==> src/rtl/mem_access_unit.sv <==
// mem_access_unit
//   Load/store sequencer between the 64-bit MIPS datapath and a slow unified
//   memory that answers with a ready handshake. One CPU request becomes a
//   single-cycle memread/memwrite strobe. The unit then waits for ready to
//   drop and rise again, and aligns and extends the returned data. A halfword
//   store becomes two byte writes. Misaligned requests are rejected without
//   touching memory.
//
//   Ports
//     clk, rst_n            clock, asynchronous active-low reset
//     req/we/size/uns       CPU request: store flag, size (0 B,1 H,2 W,3 D),
//                           zero-extend flag for loads
//     addr/wdata            byte address, right-justified store data
//     rdata                 extended load result, held until the next load
//     busy/done/misalign    CPU status: stall, completion pulse, reject pulse
//     memread/memwrite      memory strobes; memwrite 0 none,1 word,2 byte,3 dword
//     dword                 memory 64-bit read select
//     dataadr/writedata     memory address and store data
//     readdata/ready        memory read data and idle/data-valid flag
module mem_access_unit #(
    parameter int N = 64
) (
    input  logic         clk,
    input  logic         rst_n,
    input  logic         req,
    input  logic         we,
    input  logic [1:0]   size,
    input  logic         uns,
    input  logic [N-1:0] addr,
    input  logic [N-1:0] wdata,
    output logic [N-1:0] rdata,
    output logic         busy,
    output logic         done,
    output logic         misalign,
    output logic         memread,
    output logic [1:0]   memwrite,
    output logic         dword,
    output logic [N-1:0] dataadr,
    output logic [N-1:0] writedata,
    input  logic [N-1:0] readdata,
    input  logic         ready
);

    typedef enum logic [2:0] {
        S_IDLE     = 3'd0,
        S_ISSUE    = 3'd1,
        S_WAIT_LO  = 3'd2,
        S_WAIT_HI  = 3'd3,
        S_ISSUE2   = 3'd4,
        S_WAIT_LO2 = 3'd5,
        S_WAIT_HI2 = 3'd6
    } state_t;

    state_t         state_q, state_d;
    logic           we_q, we_d;
    logic [1:0]     size_q, size_d;
    logic           uns_q, uns_d;
    logic [1:0]     addr_lo_q, addr_lo_d;
    logic [7:0]     sh_lo_q, sh_lo_d;      // second byte of a halfword store
    logic [N-1:0]   rdata_q, rdata_d;
    logic           busy_q, busy_d;
    logic           done_q, done_d;
    logic           misalign_q, misalign_d;
    logic           memread_q, memread_d;
    logic [1:0]     memwrite_q, memwrite_d;
    logic           dword_q, dword_d;
    logic [N-1:0]   dataadr_q, dataadr_d;
    logic [N-1:0]   writedata_q, writedata_d;

    // Natural alignment: an access of 2^size bytes must start on a multiple of it.
    function automatic logic is_misaligned(input logic [1:0] sz, input logic [2:0] a_lo);
        logic r;
        case (sz)
            2'd1:    r = (a_lo[0] != 1'b0);
            2'd2:    r = (a_lo[1:0] != 2'b00);
            2'd3:    r = (a_lo != 3'b000);
            default: r = 1'b0;
        endcase
        return r;
    endfunction

    // Memory write code; a halfword goes out as byte writes.
    function automatic logic [1:0] store_code(input logic [1:0] sz);
        logic [1:0] c;
        case (sz)
            2'd2:    c = 2'd1;
            2'd3:    c = 2'd3;
            default: c = 2'd2;
        endcase
        return c;
    endfunction

    // Data for the first (or only) write; a halfword sends its high byte first.
    function automatic logic [N-1:0] store_data(input logic [1:0] sz, input logic [N-1:0] d);
        logic [N-1:0] r;
        case (sz)
            2'd0:    r = {{(N-8){1'b0}}, d[7:0]};
            2'd1:    r = {{(N-8){1'b0}}, d[15:8]};
            2'd2:    r = {{(N-32){1'b0}}, d[31:0]};
            default: r = d;
        endcase
        return r;
    endfunction

    // Big-endian lane selection inside the returned word, then sign/zero extension.
    function automatic logic [N-1:0] load_result(input logic [N-1:0] rd, input logic [1:0] sz,
                                                 input logic u, input logic [1:0] a_lo);
        logic [31:0]  word;
        logic [15:0]  half;
        logic [7:0]   byt;
        logic [N-1:0] r;
        word = rd[31:0];
        case (a_lo)
            2'd0:    byt = word[31:24];
            2'd1:    byt = word[23:16];
            2'd2:    byt = word[15:8];
            default: byt = word[7:0];
        endcase
        half = a_lo[1] ? word[15:0] : word[31:16];
        case (sz)
            2'd0:    r = {{(N-8){byt[7] & ~u}}, byt};
            2'd1:    r = {{(N-16){half[15] & ~u}}, half};
            2'd2:    r = {{(N-32){word[31] & ~u}}, word};
            default: r = rd;
        endcase
        return r;
    endfunction

    // Next-state and next-output logic; strobes default low so they never last past one cycle.
    always_comb begin
        state_d     = state_q;
        we_d        = we_q;
        size_d      = size_q;
        uns_d       = uns_q;
        addr_lo_d   = addr_lo_q;
        sh_lo_d     = sh_lo_q;
        rdata_d     = rdata_q;
        busy_d      = busy_q;
        dataadr_d   = dataadr_q;
        writedata_d = writedata_q;
        done_d      = 1'b0;
        misalign_d  = 1'b0;
        memread_d   = 1'b0;
        memwrite_d  = 2'b00;
        dword_d     = 1'b0;
        case (state_q)
            S_IDLE: begin
                // ready low means memory is still finishing an op from before a reset.
                if (req && ready) begin
                    if (is_misaligned(size, addr[2:0])) begin
                        misalign_d = 1'b1;
                    end else begin
                        state_d   = S_ISSUE;
                        busy_d    = 1'b1;
                        we_d      = we;
                        size_d    = size;
                        uns_d     = uns;
                        addr_lo_d = addr[1:0];
                        sh_lo_d   = wdata[7:0];
                        dataadr_d = addr;
                        if (we) begin
                            memwrite_d  = store_code(size);
                            writedata_d = store_data(size, wdata);
                        end else begin
                            memread_d = 1'b1;
                            dword_d   = (size == 2'd3);
                        end
                    end
                end else begin
                    state_d = S_IDLE;
                end
            end
            S_ISSUE:  state_d = S_WAIT_LO;
            S_WAIT_LO: begin
                if (!ready) begin
                    state_d = S_WAIT_HI;
                end else begin
                    state_d = S_WAIT_LO;
                end
            end
            S_WAIT_HI: begin
                if (ready) begin
                    if (we_q && (size_q == 2'd1)) begin
                        state_d     = S_ISSUE2;
                        memwrite_d  = 2'd2;
                        dataadr_d   = dataadr_q + {{(N-1){1'b0}}, 1'b1};
                        writedata_d = {{(N-8){1'b0}}, sh_lo_q};
                    end else begin
                        state_d = S_IDLE;
                        busy_d  = 1'b0;
                        done_d  = 1'b1;
                        if (!we_q) begin
                            rdata_d = load_result(readdata, size_q, uns_q, addr_lo_q);
                        end else begin
                            rdata_d = rdata_q;
                        end
                    end
                end else begin
                    state_d = S_WAIT_HI;
                end
            end
            S_ISSUE2: state_d = S_WAIT_LO2;
            S_WAIT_LO2: begin
                if (!ready) begin
                    state_d = S_WAIT_HI2;
                end else begin
                    state_d = S_WAIT_LO2;
                end
            end
            S_WAIT_HI2: begin
                if (ready) begin
                    state_d = S_IDLE;
                    busy_d  = 1'b0;
                    done_d  = 1'b1;
                end else begin
                    state_d = S_WAIT_HI2;
                end
            end
            default: begin
                state_d = S_IDLE;
                busy_d  = 1'b0;
            end
        endcase
    end

    // State and registered outputs; reset drops any transaction in flight.
    always_ff @(posedge clk or negedge rst_n) begin
        if (!rst_n) begin
            state_q     <= S_IDLE;
            we_q        <= 1'b0;
            size_q      <= 2'd0;
            uns_q       <= 1'b0;
            addr_lo_q   <= 2'd0;
            sh_lo_q     <= 8'd0;
            rdata_q     <= {N{1'b0}};
            busy_q      <= 1'b0;
            done_q      <= 1'b0;
            misalign_q  <= 1'b0;
            memread_q   <= 1'b0;
            memwrite_q  <= 2'b00;
            dword_q     <= 1'b0;
            dataadr_q   <= {N{1'b0}};
            writedata_q <= {N{1'b0}};
        end else begin
            state_q     <= state_d;
            we_q        <= we_d;
            size_q      <= size_d;
            uns_q       <= uns_d;
            addr_lo_q   <= addr_lo_d;
            sh_lo_q     <= sh_lo_d;
            rdata_q     <= rdata_d;
            busy_q      <= busy_d;
            done_q      <= done_d;
            misalign_q  <= misalign_d;
            memread_q   <= memread_d;
            memwrite_q  <= memwrite_d;
            dword_q     <= dword_d;
            dataadr_q   <= dataadr_d;
            writedata_q <= writedata_d;
        end
    end

    assign rdata     = rdata_q;
    assign busy      = busy_q;
    assign done      = done_q;
    assign misalign  = misalign_q;
    assign memread   = memread_q;
    assign memwrite  = memwrite_q;
    assign dword     = dword_q;
    assign dataadr   = dataadr_q;
    assign writedata = writedata_q;

endmodule

==> config.mk <==
export PLATFORM = sky130hd
export DESIGN_NAME = mem_access_unit
export DESIGN_NICKNAME = d
export VERILOG_FILES = /design/src/rtl/mem_access_unit.sv
export SDC_FILE = /design/constraint.sdc
export NUM_CORES = 1
export LEC_CHECK = 0
export CAP_MARGIN = 0
export CORE_MARGIN = 8
export CORE_UTILIZATION = 45
export DETAILED_ROUTE_END_ITERATION = 16
export HOLD_SLACK_MARGIN = 0.02
export PLACE_DENSITY = 0.83
export RECOVER_POWER = 100
export SLEW_MARGIN = 40
export SYNTH_ARGS = -nofsm -noshare
export SYNTH_HDL_FRONTEND = slang
export SYNTH_SLANG_ARGS = --single-unit
==> constraint.sdc <==
create_clock -name clk -period 3 [get_ports clk]
set_input_delay 0.9 -clock clk [delete_from_list [all_inputs] [get_ports clk]]
set_output_delay 0.9 -clock clk [all_outputs]
set_load 0.005 [all_outputs]
==> results of run 1 <==
[through the flow]
stage	util, %	TNS [ns]
3_3_place_gp	65.1	0
3_5_place_dp	65.1	-0.0438
5_1_grt	68.5	0
6_report	68.5	0
2_1_floorplan	-	0
4_1_cts	68.7	0
[layout by cell type, fill, tap and decap left out, drive strengths merged, types with 9 or more instances in the layout]
master         count
nand3             40
clkdlybuf4s50    195
a21o               9
nand2            291
o22a              11
clkbuf            46
dlygate4sd3      202
and3              11
dfrtp            216
o21ai            138
buf               34
a21oi            153
o22ai             32
nor2             109
a31oi              9
inv                9
nand4             13
a22o               9
nor3              19
a2bb2oi           13
mux2i             17
[layer usage]
layer	part of all wire, %	routed length [µm]
met5	0	0
met4	3.3	1330
met3	9.3	3700
met2	49	19500
met1	38	15300
[worst max-delay path, delay by kind of cell]
kind / cells / cell delay [ns]
buffers and inverters: 2 / 0.94
AOI/OAI and AO/OA: 5 / 1.21
muxes: 1 / 0.11
[how the worst max path moves through the flow]
stage	start	endpoint	slack [ns]	cells past startpoint
floorplan	req	writedata[47]	0.52	9
global placement	addr[0]	dataadr[0]	0.05	8
detailed placement	req	dataadr[57]	-0.04	7
CTS	dataadr[0]	dataadr[60]	0.35	7
global route	rst_n	rdata[23]	0.15	2
finish	readdata[7]	rdata[25]	0.25	8
[layout make-up]
class / count / area, µm²
fillers: 1853 / 7370
flip-flops and latches: 216 / 5410
multi-input cells: 953 / 4950
repair buffers: 442 / 4400
clock buffers: 35 / 733
well taps: 319 / 399
clock inverters: 10 / 109
inverters: 8 / 30.0
diodes: 2 / 5.00
[sequential cells by signal (all words and copies together) (netlist names), 2 cells and up]
register	flops
size_q	2
rdata	64
writedata	64
sh_lo_q	8
dataadr	64
memwrite	2
state_q	3
addr_lo_q	2
[power groups by stage]
stage	registers (mW)	clock network (mW)	logic (mW)
global route	5.26	3.26	6.38
detailed placement	5.16	0	6.21
finish	5.11	3.09	5.82
CTS	5.14	3.14	6.26
global placement	5.12	0	6.06
floorplan	5.05	0	2.68
[cells by family (layout without fill, tap and decap cells)]
family / after synthesis / count (layout)
and+or+nand+nor: 523 / 523
AOI/OAI and AO/OA: 410 / 410
DFF: 216 / 216
buffers and inverters: 98 / 495
muxes: 19 / 19
adders and majority gates: 1 / 1
other: 0 / 2
==> impl_metrics.py, run 1 <==
metrics = {
    "yosys": {
        "synth.area.mux_share_pct": 1.80,
        "synth_edf_count": 0,
        "yosys.area.top_type_share_pct": 50.5,
        "synthTopCellsByArea": "dfrtp_1, nand2_1, a21oi_1",
        "netlist_instances": 1267,
        "yosys_warnings": 0,
        "synth_common_cells": "nand2_1, dfrtp_1, a21oi_1",
        "synth_area_um2": 10700,
        "ys_ff_latch": 216,
        "yosysMostFrequentCell": "nand2_1",
        "synth_seq_area_share_pct": 50.5,
        "synth_compound_area_share_pct": 22.1,
        "async_flop_share_pct": 100,
        "synthAdderAreaFrac_pct": 0.117,
        "synth_area_per_cell_um2": 8.45,
        "synth_top_family_by_area": "compound AO/OA/AOI/OAI gates",
        "synth-simple-area-share_pct": 21.8,
        "syn-num-nets": 1468,
        "ys.flop_type": "dfrtp_1",
        "synth_cell_types": 60,
        "yosysTopAreaCell": "dfrtp_1",
        "synth_xor_area_share_pct": 0,
    },
    "clocking": {
        "cts_root_buf": "clkbuf_16",
        "cts_setup_buffers": 0,
        "cts_resized": 0,
        "cts.hold.buffers_added": 0,
        "clk_path_buf_depth": 3,
        "cts_htree_levels": 1,
        "cts_sinks": 216,
        "cts-buffers-inserted": 25,
        "worstSkewPairLatency_ns": 0.52,
        "clk_pin_slew_ns": 0.06,
        "cts_tree": "built",
    },
    "worst_setup_path": {
        "crit_fanout": 16,
        "rrSetupSlack_ns": 0.32,
        "critPathKind": "in2reg",
        "crit_arrival_ns": 3.17,
        "cp_slowest_cell": "dlygate4sd3_1",
        "endpoint_kind": "register",
        "rr_startpoint": "dataadr[0]",
        "start_kind": "primary input",
        "worstPathCellList": "dlygate4sd3_1, mux2i_1, a211oi_1, o21ai_0, a211oi_1, buf_4, a21oi_1, o21ai_0",
        "cpPeakStageDelay_ns": 0.62,
        "worstRegToRegCells": 7,
        "required_ns": 3.42,
        "worstReg2RegEnd": "dataadr[60]",
    },
    "pwr": {
        "leakagePower_nw": 6.91,
        "pwr-share-comb_pct": 41.5,
        "p_sw_share_pct": 36.9,
        "ir_drop_v": 0.000510,
        "total_power_mw": 14.0,
        "pwr-share-seq_pct": 36.5,
        "internal_power_mw": 8.85,
        "switching_power_mw": 5.17,
        "power_density_nw_per_um2": 874,
        "power.share.clock_pct": 22.1,
    },
    "floorplan": {
        "die_w_um": 170,
        "die_area_um2": 29000,
        "rows": 56,
        "fp.coreArea_um2": 23400,
        "start_util_pct": 45.8,
        "die_y_um": 170,
        "io_pins": 399,
    },
    "hold_path": {
        "hold_start": "writedata[30]",
        "worstHoldEndpoint": "writedata[30]",
        "hold_path_class": "reg2reg",
        "whs_path_depth": 2,
    },
    "placement": {
        "place_area_um2": 15200,
        "dp_slack_ns": -0.0438,
        "portBuffers": 398,
        "gp_congestion": 0.894,
        "dpl.cell_count": 1938,
        "hpwl_um": 29300,
    },
    "global_route": {
        "grt-busiest-layer": "met2",
        "grt_pass1_vias": 11000,
        "grtUsageTotal_pct": 26.4,
        "overflow": 0,
        "grt_first_pass_wirelength_um": 61600,
        "grt_max_degree": 85,
        "antenna_found_initial": 2,
        "met3_usage_pct": 6.42,
        "grt_use_met2_pct": 44.6,
        "use_met1_pct": 32.3,
    },
    "detailed_routing": {
        "drcViolationCount": 0,
        "first_pass_iters": 5,
        "vias": 11200,
        "drt_iter0_markers": 1224,
        "wl_per_cell_um": 20.1,
        "finalWirelength_um": 39800,
        "ant_nets": 0,
        "vias_per_cell": 5.66,
    },
    "outcome": {
        "violations": "max-capacitance violations, max-slew violations",
        "status": "complete, but fails checks",
    },
    "timing": {
        "hold_violations": 0,
        "period_share_pct": 91.7,
        "timing.final.ws_setup_ns": 0.249,
        "slew_violations": 74,
        "timing.fmax_mhz": 364,
        "fin_worst_skew_ns": 0.0165,
        "whs_ns": 0.475,
        "slew_headroom_pct": -39.6,
        "rsz0062_at_grt": "false",
        "worst_pin_slew_ns": 2.09,
        "period_minus_slack_ns": 2.75,
        "setup_viol": 0,
    },
    "cells_and_area": {
        "instances_no_fill": 1985,
        "stdcell_area_um2": 16000,
        "area_growth_pct": 49.7,
        "nets": 1847,
        "layout-drive-gt1-share_pct": 6.61,
    },
    "flow_run": {
        "maxCapViolations": 1,
    },
}
No activity file was read; power rests on OpenSTA's default activity.
==> run 2, diff against run 1 <==
CTS_CLUSTER_SIZE = 8   (was not set)
==> impl_metrics.py, run 2 (same netlist as run 1, synthesis figures left out) <==
metrics = {
    "outcome": {
        "status": "complete, but fails checks",
        "violations": "max-capacitance violations, max-slew violations",
    },
    "hold_path": {
        "hold_path_class": "reg2reg",
        "whs_path_depth": 2,
        "worstHoldEndpoint": "rdata[24]",
        "hold_start": "rdata[24]",
    },
    "clocking": {
        "cts-buffers-inserted": 31,
        "cts_htree_levels": 1,
        "cts_root_buf": "clkbuf_16",
        "cts_resized": 0,
        "cts_setup_buffers": 0,
        "clk_pin_slew_ns": 0.05,
        "cts_tree": "built",
        "clk_path_buf_depth": 3,
        "cts.hold.buffers_added": 0,
        "worstSkewPairLatency_ns": 0.55,
        "cts_sinks": 216,
    },
    "timing": {
        "period_minus_slack_ns": 2.80,
        "period_share_pct": 93.5,
        "worst_pin_slew_ns": 2.08,
        "fin_worst_skew_ns": 0.0140,
        "rsz0062_at_grt": "false",
        "fin_tns_setup_ns": 0,
        "whs_ns": 0.471,
        "hold_violations": 0,
        "timing.fmax_mhz": 357,
        "slew_headroom_pct": -38.7,
        "setup_viol": 0,
        "slew_violations": 74,
    },
    "floorplan": {
        "die_y_um": 170,
        "fp.coreArea_um2": 23400,
        "start_util_pct": 45.8,
        "rows": 56,
        "die_area_um2": 29000,
        "io_pins": 399,
        "die_w_um": 170,
    },
    "global_route": {
        "grt_pass1_vias": 11100,
        "grtUsageTotal_pct": 26.7,
        "grt_first_pass_wirelength_um": 62300,
        "overflow": 0,
        "met3_usage_pct": 6.46,
        "grt_max_degree": 85,
        "antenna_found_initial": 3,
        "grt-busiest-layer": "met2",
        "use_met1_pct": 32.6,
        "grt_use_met2_pct": 45.3,
    },
    "detailed_routing": {
        "finalWirelength_um": 40100,
        "wl_per_cell_um": 20.3,
        "drcViolationCount": 0,
        "vias": 11300,
        "ant_nets": 0,
        "drt_iter0_markers": 1208,
        "vias_per_cell": 5.71,
        "first_pass_iters": 7,
    },
    "worst_setup_path": {
        "start_kind": "primary input",
        "endpoint_kind": "register",
        "crit_fanout": 16,
        "worstReg2RegEnd": "dataadr[60]",
        "rrSetupSlack_ns": 0.32,
        "cpPeakStageDelay_ns": 0.62,
        "worstRegToRegCells": 7,
        "cp_slowest_cell": "dlygate4sd3_1",
        "crit_arrival_ns": 3.25,
        "crit_family": "compound AO/OA/AOI/OAI gates",
        "required_ns": 3.45,
        "critPathKind": "in2reg",
        "worstPathCellList": "dlygate4sd3_1, mux2i_1, a211oi_1, o21ai_0, a211oi_1, buf_4, a21oi_1, o21ai_0",
        "rr_startpoint": "dataadr[0]",
        "path_buf_inv": 2,
    },
    "pwr": {
        "ir_drop_v": 0.000547,
        "power_density_nw_per_um2": 875,
        "total_power_mw": 14.0,
        "leakagePower_nw": 6.89,
    },
    "cells_and_area": {
        "final_cell_mix": "nand2_1, dfrtp_1, dlygate4sd3_1",
        "stdcell_area_um2": 16000,
        "nets": 1853,
        "final_common_cell": "nand2_1",
        "area_growth_pct": 49.3,
        "instances_no_fill": 1975,
        "layout-drive-gt1-share_pct": 6.11,
    },
    "placement": {
        "place_area_um2": 15200,
        "hpwl_um": 29300,
        "portBuffers": 398,
        "dpl.cell_count": 1938,
        "gp_congestion": 0.894,
    },
    "flow_run": {
        "maxCapViolations": 1,
    },
}
[run 2: area by class of cell]
class | count | area (µm²)
well taps | 319 | 399
clock buffers | 33 | 783
repair buffers | 442 | 4390
multi-input cells | 953 | 4950
diodes | 2 | 5.00
fillers | 1850 | 7420
flip-flops and latches | 216 | 5410
inverters | 8 | 30.0
clock inverters | 2 | 28.8
[run 2: how the worst max path moves through the flow]
stage | start | end | slack [ns] | cells after the start
2_1_floorplan | req | writedata[47] | 0.52 | 9
3_3_place_gp | addr[0] | dataadr[0] | 0.05 | 8
3_5_place_dp | req | dataadr[57] | -0.04 | 7
4_1_cts | dataadr[0] | dataadr[60] | 0.36 | 7
5_1_grt | addr[0] | dataadr[12] | 0.13 | 9
6_report | readdata[7] | rdata[25] | 0.20 | 8
[run 2: report_power, final]
group | total, mW | internal [mW] | switching, mW
combinational | 5.82 | 2.89 | 2.93
clock | 3.05 | 1.82 | 1.23
sequential | 5.12 | 4.09 | 1.04
[run 2: worst min-delay path: stages, from the launching register on]
cell and delay [ns]:
dfrtp_1 0.33, nand2_1 0.05, o21ai_0 0.06
[run 2: through the flow]
| stage | utilization, % | setup slack (ns) |
|---|---|---|
| floorplan | - | 0.517 |
| global placement | 65.1 | 0.0542 |
| detailed placement | 65.1 | -0.0438 |
| CTS | 68.6 | 0.358 |
| global route | 68.3 | 0.127 |
| finish | 68.3 | 0.196 |
[run 2: metal layers]
metal	up-vias	routed length [µm]
met5	-	13
met4	2	1430
met3	97	3780
met2	594	19500
met1	5350	15400
li1	5238	-
==> run 3, diff against run 2 <==
HOLD_SLACK_MARGIN = not set   (was 0.02)
MAX_ROUTING_LAYER = met4   (was not set)
==> impl_metrics.py, run 3 (same netlist as run 1, synthesis figures left out) <==
metrics = {
    "detailed_routing": {
        "ant_nets": 0,
        "first_pass_iters": 7,
        "drt_iter0_markers": 982,
        "wl_per_cell_um": 20.2,
        "drcViolationCount": 0,
        "vias_per_cell": 5.72,
        "vias": 11300,
        "finalWirelength_um": 40000,
    },
    "outcome": {
        "status": "complete, but fails checks",
        "violations": "max-capacitance violations, max-slew violations",
    },
    "flow_run": {
        "maxCapViolations": 2,
    },
    "placement": {
        "portBuffers": 398,
        "gp_congestion": 0.926,
        "dp_slack_ns": -0.0450,
        "hpwl_um": 29600,
    },
    "worst_setup_path": {
        "worstReg2RegEnd": "dataadr[60]",
        "critPathKind": "in2reg",
        "rr_startpoint": "dataadr[0]",
        "start_kind": "primary input",
        "worstRegToRegCells": 7,
        "rrSetupSlack_ns": 0.36,
        "endpoint_kind": "register",
        "crit_arrival_ns": 3.20,
        "crit_fanout": 32,
        "required_ns": 3.40,
    },
    "global_route": {
        "overflow": 0,
        "grt_first_pass_wirelength_um": 61500,
        "grt_max_degree": 81,
        "antenna_found_initial": 5,
        "grt_pass1_vias": 11300,
        "grtUsageTotal_pct": 27.2,
    },
    "clocking": {
        "cts-buffers-inserted": 30,
        "cts_resized": 0,
        "cts.hold.buffers_added": 0,
        "cts_sinks": 216,
        "cts_setup_buffers": 0,
        "clk_pin_slew_ns": 0.05,
        "clk_path_buf_depth": 3,
        "cts_tree": "built",
        "cts_htree_levels": 1,
        "worstSkewPairLatency_ns": 0.55,
        "cts_root_buf": "clkbuf_16",
    },
    "floorplan": {
        "io_pins": 399,
        "start_util_pct": 45.8,
        "die_y_um": 170,
        "rows": 56,
        "die_area_um2": 29000,
        "die_w_um": 170,
        "fp.coreArea_um2": 23400,
    },
    "timing": {
        "rsz0062_at_grt": "false",
        "timing.fmax_mhz": 357,
        "whs_ns": 0.222,
        "timing.final.ws_setup_ns": 0.201,
        "setup_viol": 0,
        "period_share_pct": 93.3,
        "period_minus_slack_ns": 2.80,
        "slew_headroom_pct": -25.2,
        "fin_worst_skew_ns": 0.00979,
        "worst_pin_slew_ns": 1.88,
        "hold_violations": 0,
        "slew_violations": 140,
    },
    "cells_and_area": {
        "final_common_cell": "nand2_1",
        "multi_input_area_um2": 4950,
        "layout-drive-gt1-share_pct": 5.99,
        "regArea_um2": 5410,
        "fillers": 1855,
        "final_cell_mix": "nand2_1, dfrtp_1, dlygate4sd3_1",
        "area_growth_pct": 48.6,
        "nets": 1856,
    },
    "pwr": {
        "ir_drop_v": 0.000503,
        "power_density_nw_per_um2": 872,
        "leakagePower_nw": 6.85,
    },
    "hold_path": {
        "hold_path_class": "in2async",
    },
}
==> run 3: cell types whose count changed in the layout (fill, tap and decap cells not counted), sizes merged <==
cell,delta
diode,+3
clkdlybuf4s50,-2
buf,-2
inv,-1
dlygate4sd3,+2
clkbuf,+3
==> run 3: critical path, cell delays in order <==
cell and delay, ns:
dlygate4sd3_1 0.64, mux2_2 0.29, o21ai_0 0.32, a211oi_1 0.20, a311oi_4 0.27, clkbuf_4 0.41, a21oi_1 0.14
==> run 3: stage by stage <==
| step | area (µm²) | cells | utilization (%) | total power, mW | TNS [ns] |
|---|---|---|---|---|---|
| 2_1_floorplan | 10700 | 1267 | - | 7.72 | 0 |
| 3_3_place_gp | 15200 | 1942 | 65.1 | 11.2 | 0 |
| 3_5_place_dp | 15200 | 1942 | 65.1 | 11.4 | -0.0711 |
| 4_1_cts | 16000 | 1973 | 68.5 | 14.4 | 0 |
| 5_1_grt | 15900 | 1978 | 68.0 | 14.8 | 0 |
| 6_report | 15900 | 1978 | 68.0 | 13.9 | 0 |
==> run 3: metal layers <==
metal	part of all wire (%)	track usage, %	wire, µm	vias to the layer above
met4	4.9	12.8	1970	0
li1	-	-	-	5261
met2	48	44.4	19100	570
met5	0	-	0	-
met1	38	31.6	15400	5363
met3	8.9	6.19	3570	126
==> run 3: worst max-delay path by stage <==
| stage | endpoint | startpoint | slack (ns) |
|---|---|---|---|
| finish | rdata[59] | readdata[23] | 0.20 |
| detailed placement | memwrite[0] | req | -0.04 |
| floorplan | writedata[47] | req | 0.52 |
| global placement | dataadr[16] | req | 0.06 |
| CTS | dataadr[60] | dataadr[0] | 0.36 |
| global route | rdata[21] | readdata[7] | 0.08 |
==> run 3: layout make-up <==
| class | count | share of cell area (%) |
|---|---|---|
| Multi-Input combinational cell | 953 | 31.1 |
| Tap cell | 319 | 2.51 |
| Clock inverter | 1 | 0.189 |
| Sequential cell | 216 | 34.0 |
| Antenna cell | 5 | 0.0786 |
| Timing Repair Buffer | 446 | 27.3 |
| Clock buffer | 30 | 4.72 |
| Inverter | 8 | 0.189 |
==> run 3: power by group <==
| part | internal [mW] | switching [mW] |
|---|---|---|
| Clock | 1.74 | 1.19 |
| Sequential | 4.09 | 1.07 |
| Combinational | 2.88 | 2.91 |
